### src/rtl/sel_encode_seq.sv
// Register select/encode unit: local IR, Ra/Rb/Rc field decode to one-hot
// register enables, C-immediate sign extension and a single-pulse operand sequencer.
module sel_encode_seq #(
    parameter int DATA_W = 32,
    parameter int NREG   = 16,
    parameter int RA_LSB = 23,
    parameter int RB_LSB = 19,
    parameter int RC_LSB = 15,
    parameter int IMM_W  = 19
) (
    input  logic                      clk,
    input  logic                      clr,
    input  logic                      ir_ld,
    input  logic [DATA_W-1:0]         ir_in,
    input  logic                      gra,
    input  logic                      grb,
    input  logic                      grc,
    input  logic                      rin,
    input  logic                      rout,
    input  logic                      baout,
    input  logic                      seq_start,
    input  logic [2:0]                seq_mask,
    output logic [NREG-1:0]           r_in,
    output logic [NREG-1:0]           r_out,
    output logic [$clog2(NREG)-1:0]   sel_idx,
    output logic                      r0_zero,
    output logic [DATA_W-1:0]         c_sign_extend,
    output logic                      seq_busy,
    output logic [1:0]                seq_field,
    output logic                      seq_done
);

    localparam int RSEL_W = $clog2(NREG);

    typedef enum logic [2:0] {
        S_IDLE,
        S_FA,
        S_FB,
        S_FC,
        S_DONE
    } state_t;

    state_t              state_q, state_d;
    logic [2:0]          mask_q, mask_d;
    logic [DATA_W-1:0]   ir_q, ir_d;

    logic [RSEL_W-1:0]   ra, rb, rc, idx_man, idx;
    logic [NREG-1:0]     dec;
    logic                any_gr;

    // ------------------------------------------------------------------
    // State, latched mask and local IR
    // ------------------------------------------------------------------
    always_ff @(posedge clk or negedge clr) begin
        if (!clr) begin
            state_q <= S_IDLE;
            mask_q  <= '0;
            ir_q    <= '0;
        end else begin
            state_q <= state_d;
            mask_q  <= mask_d;
            ir_q    <= ir_d;
        end
    end

    // The IR is frozen while sequencing so every field comes from one instruction
    always_comb begin
        ir_d = ir_q;
        if (ir_ld && (state_q == S_IDLE))
            ir_d = ir_in;
    end

    // ------------------------------------------------------------------
    // Sequencer next-state
    // ------------------------------------------------------------------
    always_comb begin
        state_d = state_q;
        mask_d  = mask_q;
        unique case (state_q)
            S_IDLE: begin
                if (seq_start) begin
                    mask_d = seq_mask;
                    if (seq_mask[0])      state_d = S_FA;
                    else if (seq_mask[1]) state_d = S_FB;
                    else if (seq_mask[2]) state_d = S_FC;
                    else                  state_d = S_DONE;
                end
            end
            S_FA: begin
                if (mask_q[1])      state_d = S_FB;
                else if (mask_q[2]) state_d = S_FC;
                else                state_d = S_DONE;
            end
            S_FB: begin
                if (mask_q[2]) state_d = S_FC;
                else           state_d = S_DONE;
            end
            S_FC:    state_d = S_DONE;
            S_DONE:  state_d = S_IDLE;
            default: state_d = S_IDLE;
        endcase
    end

    // ------------------------------------------------------------------
    // Field extraction and decode
    // ------------------------------------------------------------------
    assign ra = ir_q[RA_LSB +: RSEL_W];
    assign rb = ir_q[RB_LSB +: RSEL_W];
    assign rc = ir_q[RC_LSB +: RSEL_W];

    // Multiple manual selects OR together rather than prioritise
    assign idx_man = (ra & {RSEL_W{gra}}) | (rb & {RSEL_W{grb}}) | (rc & {RSEL_W{grc}});
    assign any_gr  = gra | grb | grc;

    always_comb begin
        idx = idx_man;
        unique case (state_q)
            S_FA:    idx = ra;
            S_FB:    idx = rb;
            S_FC:    idx = rc;
            default: idx = idx_man;
        endcase
    end

    assign dec = NREG'(1) << idx;

    always_comb begin
        r_in      = '0;
        r_out     = '0;
        r0_zero   = 1'b0;
        seq_field = 2'd0;
        seq_done  = 1'b0;
        unique case (state_q)
            S_IDLE: begin
                r_in    = dec & {NREG{rin}};
                r_out   = dec & {NREG{rout | baout}};
                r0_zero = baout & (idx == '0) & any_gr;
            end
            S_FA: begin
                r_out     = dec;
                seq_field = 2'd1;
            end
            S_FB: begin
                r_out     = dec;
                seq_field = 2'd2;
            end
            S_FC: begin
                r_out     = dec;
                seq_field = 2'd3;
            end
            S_DONE:  seq_done = 1'b1;
            default: ;
        endcase
    end

    assign sel_idx       = idx;
    assign seq_busy      = (state_q != S_IDLE);
    assign c_sign_extend = {{(DATA_W-IMM_W){ir_q[IMM_W-1]}}, ir_q[IMM_W-1:0]};

    // Opcode bits and mask[0] have no consumer once latched
    logic unused_bits;
    assign unused_bits = ^{ir_q, mask_q[0]};

endmodule

### config.mk
export PLATFORM = sky130hd
export DESIGN_NAME = sel_encode_seq
export DESIGN_NICKNAME = d
export VERILOG_FILES = /design/src/rtl/sel_encode_seq.sv
export SDC_FILE = /design/constraint.sdc
export NUM_CORES = 1
export LEC_CHECK = 0
export BUFFER_PORTS_ARGS = -buffer_cell sky130_fd_sc_hd__buf_4
export CAP_MARGIN = 40
export CORE_ASPECT_RATIO = 1.2
export CORE_UTILIZATION = 35
export DETAILED_ROUTE_END_ITERATION = 8
export GPL_TIMING_DRIVEN = 0
export SYNTH_ARGS = -nofsm -noshare
export SYNTH_HDL_FRONTEND = slang
export SYNTH_SLANG_ARGS = --single-unit
### constraint.sdc
create_clock -name clk -period 3.4 [get_ports clk]
set_clock_uncertainty 0.2 [all_clocks]
set_input_delay 0.68 -clock clk [delete_from_list [all_inputs] [get_ports clk]]
set_output_delay 0.68 -clock clk [all_outputs]
set_load 0.05 [all_outputs]
==> results by group, run 1 <==
Worst setup path
  – Delay contributed by the slowest stage of the critical path: 0.60 ns
  – Endpoint required time on the critical path: 2.52 ns
  – Crit. End Element: output port
  – FF-to-FF End: ir_q[16]
  – Kind of cell with the highest combined delay on the critical path: simple AND/OR/NAND/NOR gates
  – Cells along the critical path: buf_6 > nor4b_1 > a21o_1 > o22ai_2 > nor4_2 > buf_4
  – Slack of the worst reg-to-reg path: 1.26 ns
  – Critical path type: flip-flop to output port
  – Biggest fanout along the worst timing path: 9
  – RR Startpoint: state_q[2]
  – Startpoint kind of the worst setup timing path: flip-flop
  – Highest-delay cell along the critical path: nor4b_1
  – Worst R2R Path Depth: 6
  – Arrival time at the worst endpoint: 2.33 ns
  – Worst Path Buf+Inv: 2

Timing
  – Total of endpoints with negative setup slack in the final report: 0
  – Number of max-slew violations in the final report: 0
  – Worst slew pin tran: 0.745 ns
  – Final worst-path cycle share: 0.944
  – Achievable clock frequency: 0.312 GHz
  – Fin Setup TNS: 0 ns
  – Final period demand of the worst path: 3.21 ns
  – RSZ-0062 raised after global routing: no
  – Remaining max-slew budget at the tightest pin: 0.503
  – Number of failing hold endpoints at the final stage: 0

Placement
  – GP Congestion: 0.781
  – Port bufs: 112
  – Placed instance area: 0.00323 sq mm
  – Half-perimeter wire length after placement: 4.45 mm

Routing
  – Via count: 1,953
  – Length of the first detailed-routing pass in iterations: 4
  – Routed wirelength normalized by instance count: 13.3 um
  – Residual antenna-violating net count after detailed routing: 0
  – Number of DRC markers after the initial detailed-route iteration: 50
  – Post-DR vias/cell: 4.72
  – Routed Wire Length: 5.51 mm
  – Residual DRC count: 0

CTS
  – Max H-tree Level: 2
  – CTS tree: done
  – Worst-case clock buffer depth: 2
  – Post-cts gate resize count: 0
  – Clock Sinks: 32
  – Number of setup buffers added after CTS: 0
  – Hold-fix buffers at CTS: 0
  – Clk pin slew, worst setup/hold paths: 0.06 ns
  – Clock latency at the later pin of the worst-skew pair: 0.28 ns
  – Total clock buffers created by CTS: 5
  – Root buffer cell: clkbuf_8

Die
  – Number of primary I/O pins: 118
  – Die Outline Area: 0.00675 sq mm
  – Core footprint: 0.00613 sq mm
  – Std-Cell Rows: 31
  – Initial core utilization: 0.367
  – Die X: 75.2 um
  – Die height: 89.8 um

Global routing
  – Via count of the first global-routing pass: 1,874
  – First-pass GRT wire length: 8.68 mm
  – Initial antenna violation count: 0
  – Largest net degree at the start of global routing: 33
  – Total congestion overflow: 0
  – Combined global-route utilization of all metal layers: 0.165

Cells and area
  – Final non-filler cell area: 0.00333 sq mm
  – Final-layout fill cell count: 578
  – Antenna cells: 0
  – Share of post-route cells with drive strength above 1: 0.672
  – Most frequent cells in the layout: buf_4 (146), dfrtp_1 (32), mux2_2 (29)
  – Most common cell after layout, fill and taps aside: buf_4
  – Layout overhead on the synthesized area: 48.0%
  – Number of nets in the layout: 377
  – Final cell utilization of the core: 0.543

Logic synthesis
  – Average instance area after synthesis: 10.6 sq um
  – Sequential cell area fraction in the yosys report: 0.356
  – Distinct cell type count of the synthesized netlist: 47
  – Number of storage elements in the synthesis netlist: 32
  – Gate count after technology mapping: 213
  – Net count of the mapped netlist: 258
  – Synth Cell Area: 0.00225 sq mm
  – Synth Warn #: 0

Min path
  – Class of the worst hold path: primary input to async pin

Job
  – Reported max-cap violation count: 0

Outcome
  – Outcome: finished clean
## worst max-delay path by stage
stage / end / cells after the start / from
2_1_floorplan: r_in[0] / 3 / gra
3_3_place_gp: r0_zero / 5 / gra
3_5_place_dp: r0_zero / 5 / gra
4_1_cts: r0_zero / 6 / state_q[0]
5_1_grt: r0_zero / 5 / gra
6_report: r0_zero / 6 / state_q[0]
## cells by family after synthesis
| family | synth area share |
|---|---|
| DFF | 0.356 |
| buffers and inverters | 0.160 |
| muxes | 0.163 |
| AOI/OAI and AO/OA | 0.104 |
| and+or+nand+nor | 0.217 |
## Yosys cell counts (all sizes together)
cell type	n	area (sq um)
a221oi	3	43.8
nor4	2	12.5
clkinv	1	5.00
o21ai	4	20.0
nand4	4	31.3
o21bai	1	11.3
a311oi	1	8.76
buf	44	343
nand3b	2	40.0
or4	1	7.51
a221o	1	11.3
nand2	3	11.3
a211oi	1	7.51
nor3b	1	7.51
a22oi	1	7.51
nor4bb	1	10.0
and2	2	12.5
nor2b	3	26.3
nand3	3	25.0
inv	3	11.3
nor4b	4	56.3
a21o	2	15.0
a222oi	4	40.0
mux2	29	327
or3	1	6.26
o22ai	1	12.5
mux2i	4	40.0
nor3	13	86.3
a211o	2	17.5
or3b	1	8.76
dfrtp	32	801
nand2b	2	12.5
o32a	1	10.0
a21oi	5	28.8
nor2	30	135
## final cells by class
class / instances / area (sq um) / area share
multi-input combinational: 133 / 1130 / 0.339
tap: 82 / 103 / 0.0308
inverter: 4 / 16.3 / 0.00489
timing repair buffer: 112 / 841 / 0.253
clock buffer: 7 / 96.3 / 0.0289
buffer: 44 / 343 / 0.103
sequential: 32 / 801 / 0.241
## metal layers
metal  vias up  GRT usage  share of wire
li1        974          -              -
met1       893      0.183           0.39
met2        80      0.297           0.52
met3         6     0.0448          0.078
met4         0     0.0525          0.013
met5         -          0              0
## flip-flops by register name, indices dropped and copies added, names as in the netlist
register,count
ir_q,27
state_q,3
mask_q,2
## stage by stage
stage	hold WS (ns)	worst slack [ns]	std cells
2_1_floorplan	0.184	-0.145	213
4_1_cts	0.134	0.176	414
6_report	0.127	0.191	414
3_5_place_dp	0.299	0.188	407
3_3_place_gp	0.291	0.172	407
5_1_grt	0.159	0.0889	414
Power of run 1 is left out: the tool's default activity adds up to more than one toggle a clock period on the data nets, which glitch-free logic cannot reach.
==> run 2, diff against run 1 <==
--- a/config.mk
+++ b/config.mk
@@ -11,6 +11,7 @@
 export CORE_UTILIZATION = 35
 export DETAILED_ROUTE_END_ITERATION = 8
 export GPL_TIMING_DRIVEN = 0
+export SETUP_SLACK_MARGIN = 0.2
 export SYNTH_ARGS = -nofsm -noshare
 export SYNTH_HDL_FRONTEND = slang
 export SYNTH_SLANG_ARGS = --single-unit
==> results by group, run 2 (synthesis results as in run 1) <==
Outcome
  – Outcome: finished clean

Placement
  – Half-perimeter wire length after placement: 4.52 mm
  – Worst Setup Slack post-DPL: 0.216 ns
  – Port bufs: 112
  – GP Congestion: 0.781
  – Placed instance area: 0.00325 sq mm
  – Placed instance count: 407

Worst setup path
  – Endpoint required time on the critical path: 2.52 ns
  – Highest-delay cell along the critical path: o22ai_2
  – Arrival time at the worst endpoint: 2.19 ns
  – Crit. End Element: output port
  – Worst Path Buf+Inv: 3
  – Kind of cell with the highest combined delay on the critical path: compound AO/OA/AOI/OAI gates
  – Cell depth of the worst setup path: 7
  – Startpoint kind of the worst setup timing path: flip-flop
  – Biggest fanout along the worst timing path: 10
  – Delay contributed by the slowest stage of the critical path: 0.56 ns
  – Worst R2R Path Depth: 6
  – Cell occurring most often along the worst timing path: buf_6
  – Cells along the critical path: buf_6 > nor2b_4 > buf_6 > a21o_1 > o22ai_2 > nor3_1 > buf_4
  – Critical path type: flip-flop to output port

Cells and area
  – Share of post-route cells with drive strength above 1: 0.688
  – Top flop regs: ir_q (27), state_q (3), mask_q (2)
  – Antenna cells: 0
  – Most common cell after layout, fill and taps aside: buf_4
  – Layout overhead on the synthesized area: 50.0%
  – Final non-filler cell area: 0.00337 sq mm
  – Most flop-heavy register: ir_q
  – Number of non-filler instances in the completed layout: 418
  – Most frequent cells in the layout: buf_4 (149), dfrtp_1 (31), mux2_2 (29)
  – Final cell utilization of the core: 0.551
  – Flip-flop count of the largest register after layout: 27
  – Number of nets in the layout: 380

Global routing
  – Total congestion overflow: 0
  – Largest net degree at the start of global routing: 33
  – Initial antenna violation count: 0
  – First-pass GRT wire length: 8.83 mm
  – Via count of the first global-routing pass: 1,877
  – Combined global-route utilization of all metal layers: 0.169

Timing
  – Final worst-path cycle share: 0.902
  – Number of max-slew violations in the final report: 0
  – Achievable clock frequency: 0.326 GHz
  – Final period demand of the worst path: 3.07 ns
  – Total of endpoints with negative setup slack in the final report: 0
  – Worst slew pin tran: 0.683 ns
  – Remaining max-slew budget at the tightest pin: 0.544
  – Number of failing hold endpoints at the final stage: 0
  – RSZ-0062 raised after global routing: yes
  – Worst Setup Slack, final: 0.334 ns

CTS
  – Root buffer cell: clkbuf_8
  – Clk pin slew, worst setup/hold paths: 0.06 ns
  – Worst-case clock buffer depth: 2
  – Clock latency at the later pin of the worst-skew pair: 0.28 ns
  – Clock Sinks: 32
  – Total clock buffers created by CTS: 5
  – Max H-tree Level: 2
  – CTS tree: done

Die
  – Die height: 89.8 um
  – Die Outline Area: 0.00675 sq mm
  – Initial core utilization: 0.367
  – Die X: 75.2 um
  – Core footprint: 0.00613 sq mm
  – Number of primary I/O pins: 118
  – Std-Cell Rows: 31

Routing
  – Routed wirelength normalized by instance count: 13.4 um
  – Via count: 1,988
  – Residual antenna-violating net count after detailed routing: 0
  – Residual DRC count: 0
  – Length of the first detailed-routing pass in iterations: 4
  – Post-DR vias/cell: 4.76
  – Number of DRC markers after the initial detailed-route iteration: 41
  – Routed Wire Length: 5.58 mm

Job
  – Reported max-cap violation count: 0

Min path
  – Class of the worst hold path: primary input to async pin
==> run 2: cell types whose count changed in the layout (fill, tap and decap cells not counted), sizes merged <==
cell / delta
buf: +3
clkbuf: +1
==> run 2: through the flow <==
step / setup TNS [ns] / hold slack, ns
2_1_floorplan: -1.49 / 0.184
3_3_place_gp: 0 / 0.291
3_5_place_dp: 0 / 0.296
4_1_cts: 0 / 0.137
5_1_grt: 0 / 0.159
6_report: 0 / 0.130
==> run 2: layer usage <==
layer | vias to the layer above | wire [um] | global-route usage
li1 | 976 | - | -
met1 | 918 | 2130 | 0.193
met2 | 84 | 2870 | 0.287
met3 | 10 | 489 | 0.0471
met4 | 0 | 98 | 0.0694
met5 | - | 0 | 0
==> run 2: path summary, 6_finish.rpt <==
kind                       startpoint        to  slack (ns)
setup / recovery           state_q[0]   r_in[9]        0.33
hold / removal                    clr   ir_q[0]        0.13
setup reg to reg           state_q[2]  ir_q[16]        1.27
hold reg to reg               ir_q[8]   ir_q[8]        0.31
max in group asynchronous         clr  ir_q[18]        2.54
min in group clk              ir_q[8]   ir_q[8]        0.31
==> run 2: layout make-up <==
cell class | instances | area, sq um
tap | 82 | 103
buffer | 44 | 343
fill | 597 | 2750
timing repair buffer | 115 | 863
sequential | 32 | 802
multi-input combinational | 133 | 1160
clock buffer | 8 | 90.1
inverter | 4 | 16.3
==> run 2: what timing repair did <==
item / 4_1_cts / 5_1_grt
hold buffers: 0 / 0
endpoints found under the setup margin: 0 / 19
setup buffers: 0 / 3
gates resized for setup: 0 / 4
Power of run 2 is left out for the same reason.
==> run 3, diff against run 2 <==
--- a/config.mk
+++ b/config.mk
@@ -8,9 +8,10 @@
 export BUFFER_PORTS_ARGS = -buffer_cell sky130_fd_sc_hd__buf_4
 export CAP_MARGIN = 40
 export CORE_ASPECT_RATIO = 1.2
-export CORE_UTILIZATION = 35
+export CORE_UTILIZATION = 49
 export DETAILED_ROUTE_END_ITERATION = 8
 export GPL_TIMING_DRIVEN = 0
+export PLACE_DENSITY = 0.86
 export SETUP_SLACK_MARGIN = 0.2
 export SYNTH_ARGS = -nofsm -noshare
 export SYNTH_HDL_FRONTEND = slang
==> results by group, run 3 (synthesis results as in run 1) <==
Timing
  – Final worst-path cycle share: 0.905
  – Fin Setup TNS: 0 ns
  – RSZ-0062 raised after global routing: no
  – Achievable clock frequency: 0.325 GHz
  – Number of max-slew violations in the final report: 0
  – Final period demand of the worst path: 3.08 ns
  – Total of endpoints with negative setup slack in the final report: 0
  – Worst slew pin tran: 0.707 ns
  – Remaining max-slew budget at the tightest pin: 0.529
  – Worst hold slack after final layout: 0.127 ns
  – Number of failing hold endpoints at the final stage: 0

CTS
  – Max H-tree Level: 2
  – Clock Sinks: 32
  – Clk pin slew, worst setup/hold paths: 0.06 ns
  – Root buffer cell: clkbuf_8
  – CTS tree: done
  – Total clock buffers created by CTS: 5
  – Hold-fix buffers at CTS: 0
  – Worst-case clock buffer depth: 2
  – Clock latency at the later pin of the worst-skew pair: 0.28 ns

Global routing
  – Via count of the first global-routing pass: 2,069
  – Total congestion overflow: 0
  – Initial antenna violation count: 0
  – Largest net degree at the start of global routing: 33
  – Combined global-route utilization of all metal layers: 0.241
  – First-pass GRT wire length: 9.27 mm

Routing
  – Routed Wire Length: 5.51 mm
  – Routed wirelength normalized by instance count: 14.1 um
  – Number of DRC markers after the initial detailed-route iteration: 73
  – Via count: 2,058
  – Post-DR vias/cell: 5.25
  – Residual antenna-violating net count after detailed routing: 0
  – Residual DRC count: 0
  – Length of the first detailed-routing pass in iterations: 4

Cells and area
  – Number of nets in the layout: 383
  – Most frequent cells in the layout: buf_4 (152), dfrtp_1 (31), mux2_2 (29)
  – Area taken by flip-flops and latches: 802 sq um
  – Final-layout fill cell count: 337
  – Most common cell after layout, fill and taps aside: buf_4
  – Top flop regs: ir_q (27), state_q (3), mask_q (2)
  – Flip-flop count of the largest register after layout: 27
  – Layout overhead on the synthesized area: 48.6%
  – Final non-filler cell area: 0.00334 sq mm
  – Combined area of the multi-input logic cells: 0.00116 sq mm
  – Share of post-route cells with drive strength above 1: 0.690
  – Most flop-heavy register: ir_q
  – Antenna cells: 0

Worst setup path
  – Crit. End Element: output port
  – Biggest fanout along the worst timing path: 10
  – Arrival time at the worst endpoint: 2.20 ns
  – Endpoint required time on the critical path: 2.52 ns
  – Startpoint kind of the worst setup timing path: flip-flop
  – Critical path type: flip-flop to output port

Placement
  – GP Congestion: 0.843
  – Placed instance area: 0.00321 sq mm
  – Half-perimeter wire length after placement: 4.30 mm
  – Port bufs: 112

Min path
  – Class of the worst hold path: primary input to async pin

Die
  – Die X: 63.9 um
  – Std-Cell Rows: 26
  – Initial core utilization: 0.520
  – Core footprint: 0.00433 sq mm
  – Number of primary I/O pins: 118
  – Die height: 76.2 um
  – Die Outline Area: 0.00487 sq mm

Outcome
  – Outcome: finished clean

Job
  – Reported max-cap violation count: 0
## run 3: area by class of cell
cell class | count | area share
multi-input combinational | 133 | 0.346
inverter | 4 | 0.00487
buffer | 44 | 0.103
clock buffer | 5 | 0.0206
sequential | 32 | 0.240
tap | 56 | 0.0210
timing repair buffer | 118 | 0.265
## run 3: worst max-delay path, stage by stage, from the launching register on
cell and delay (ns):
dfrtp_1 0.47, buf_4 0.23, nor3_4 0.28, and2_1 0.30, nand4_1 0.22, nor3_1 0.18, buf_4 0.23
## run 3: through the flow
stage                     worst slack (ns)  cells   util
final                                0.324    392  0.772
after global routing                 0.208    392  0.772
after CTS                            0.216    386  0.759
after detailed placement             0.221    381  0.743
after global placement               0.251    381  0.743
after floorplan                    -0.0873    213      -
## run 3: path summary, 6_finish.rpt
path | start | endpoint | cells past startpoint | slack (ns)
hold / removal | clr | ir_q[3] | 1 | 0.13
max in group asynchronous | clr | ir_q[18] | 1 | 2.56
setup / recovery | state_q[2] | r_in[9] | 6 | 0.32
setup reg to reg | state_q[2] | ir_q[11] | 6 | 1.23
hold reg to reg | ir_q[9] | ir_q[9] | 1 | 0.31
min in group clk | ir_q[9] | ir_q[9] | 1 | 0.31
## run 3: repair_timing
item / 4_1_cts / 5_1_grt
gates resized for setup: 0 / 3
setup buffers: 0 / 6
endpoints found under the setup margin: 0 / 27
hold endpoints to repair: 0 / 0
## run 3: layer usage
metal,vias to the layer above,GRT usage,wire [um]
met1,960,0.250,2000
li1,976,-,-
met5,-,0,0
met4,0,0.105,107
met3,11,0.0958,555
met2,111,0.422,2850
Power of run 3 is left out for the same reason.
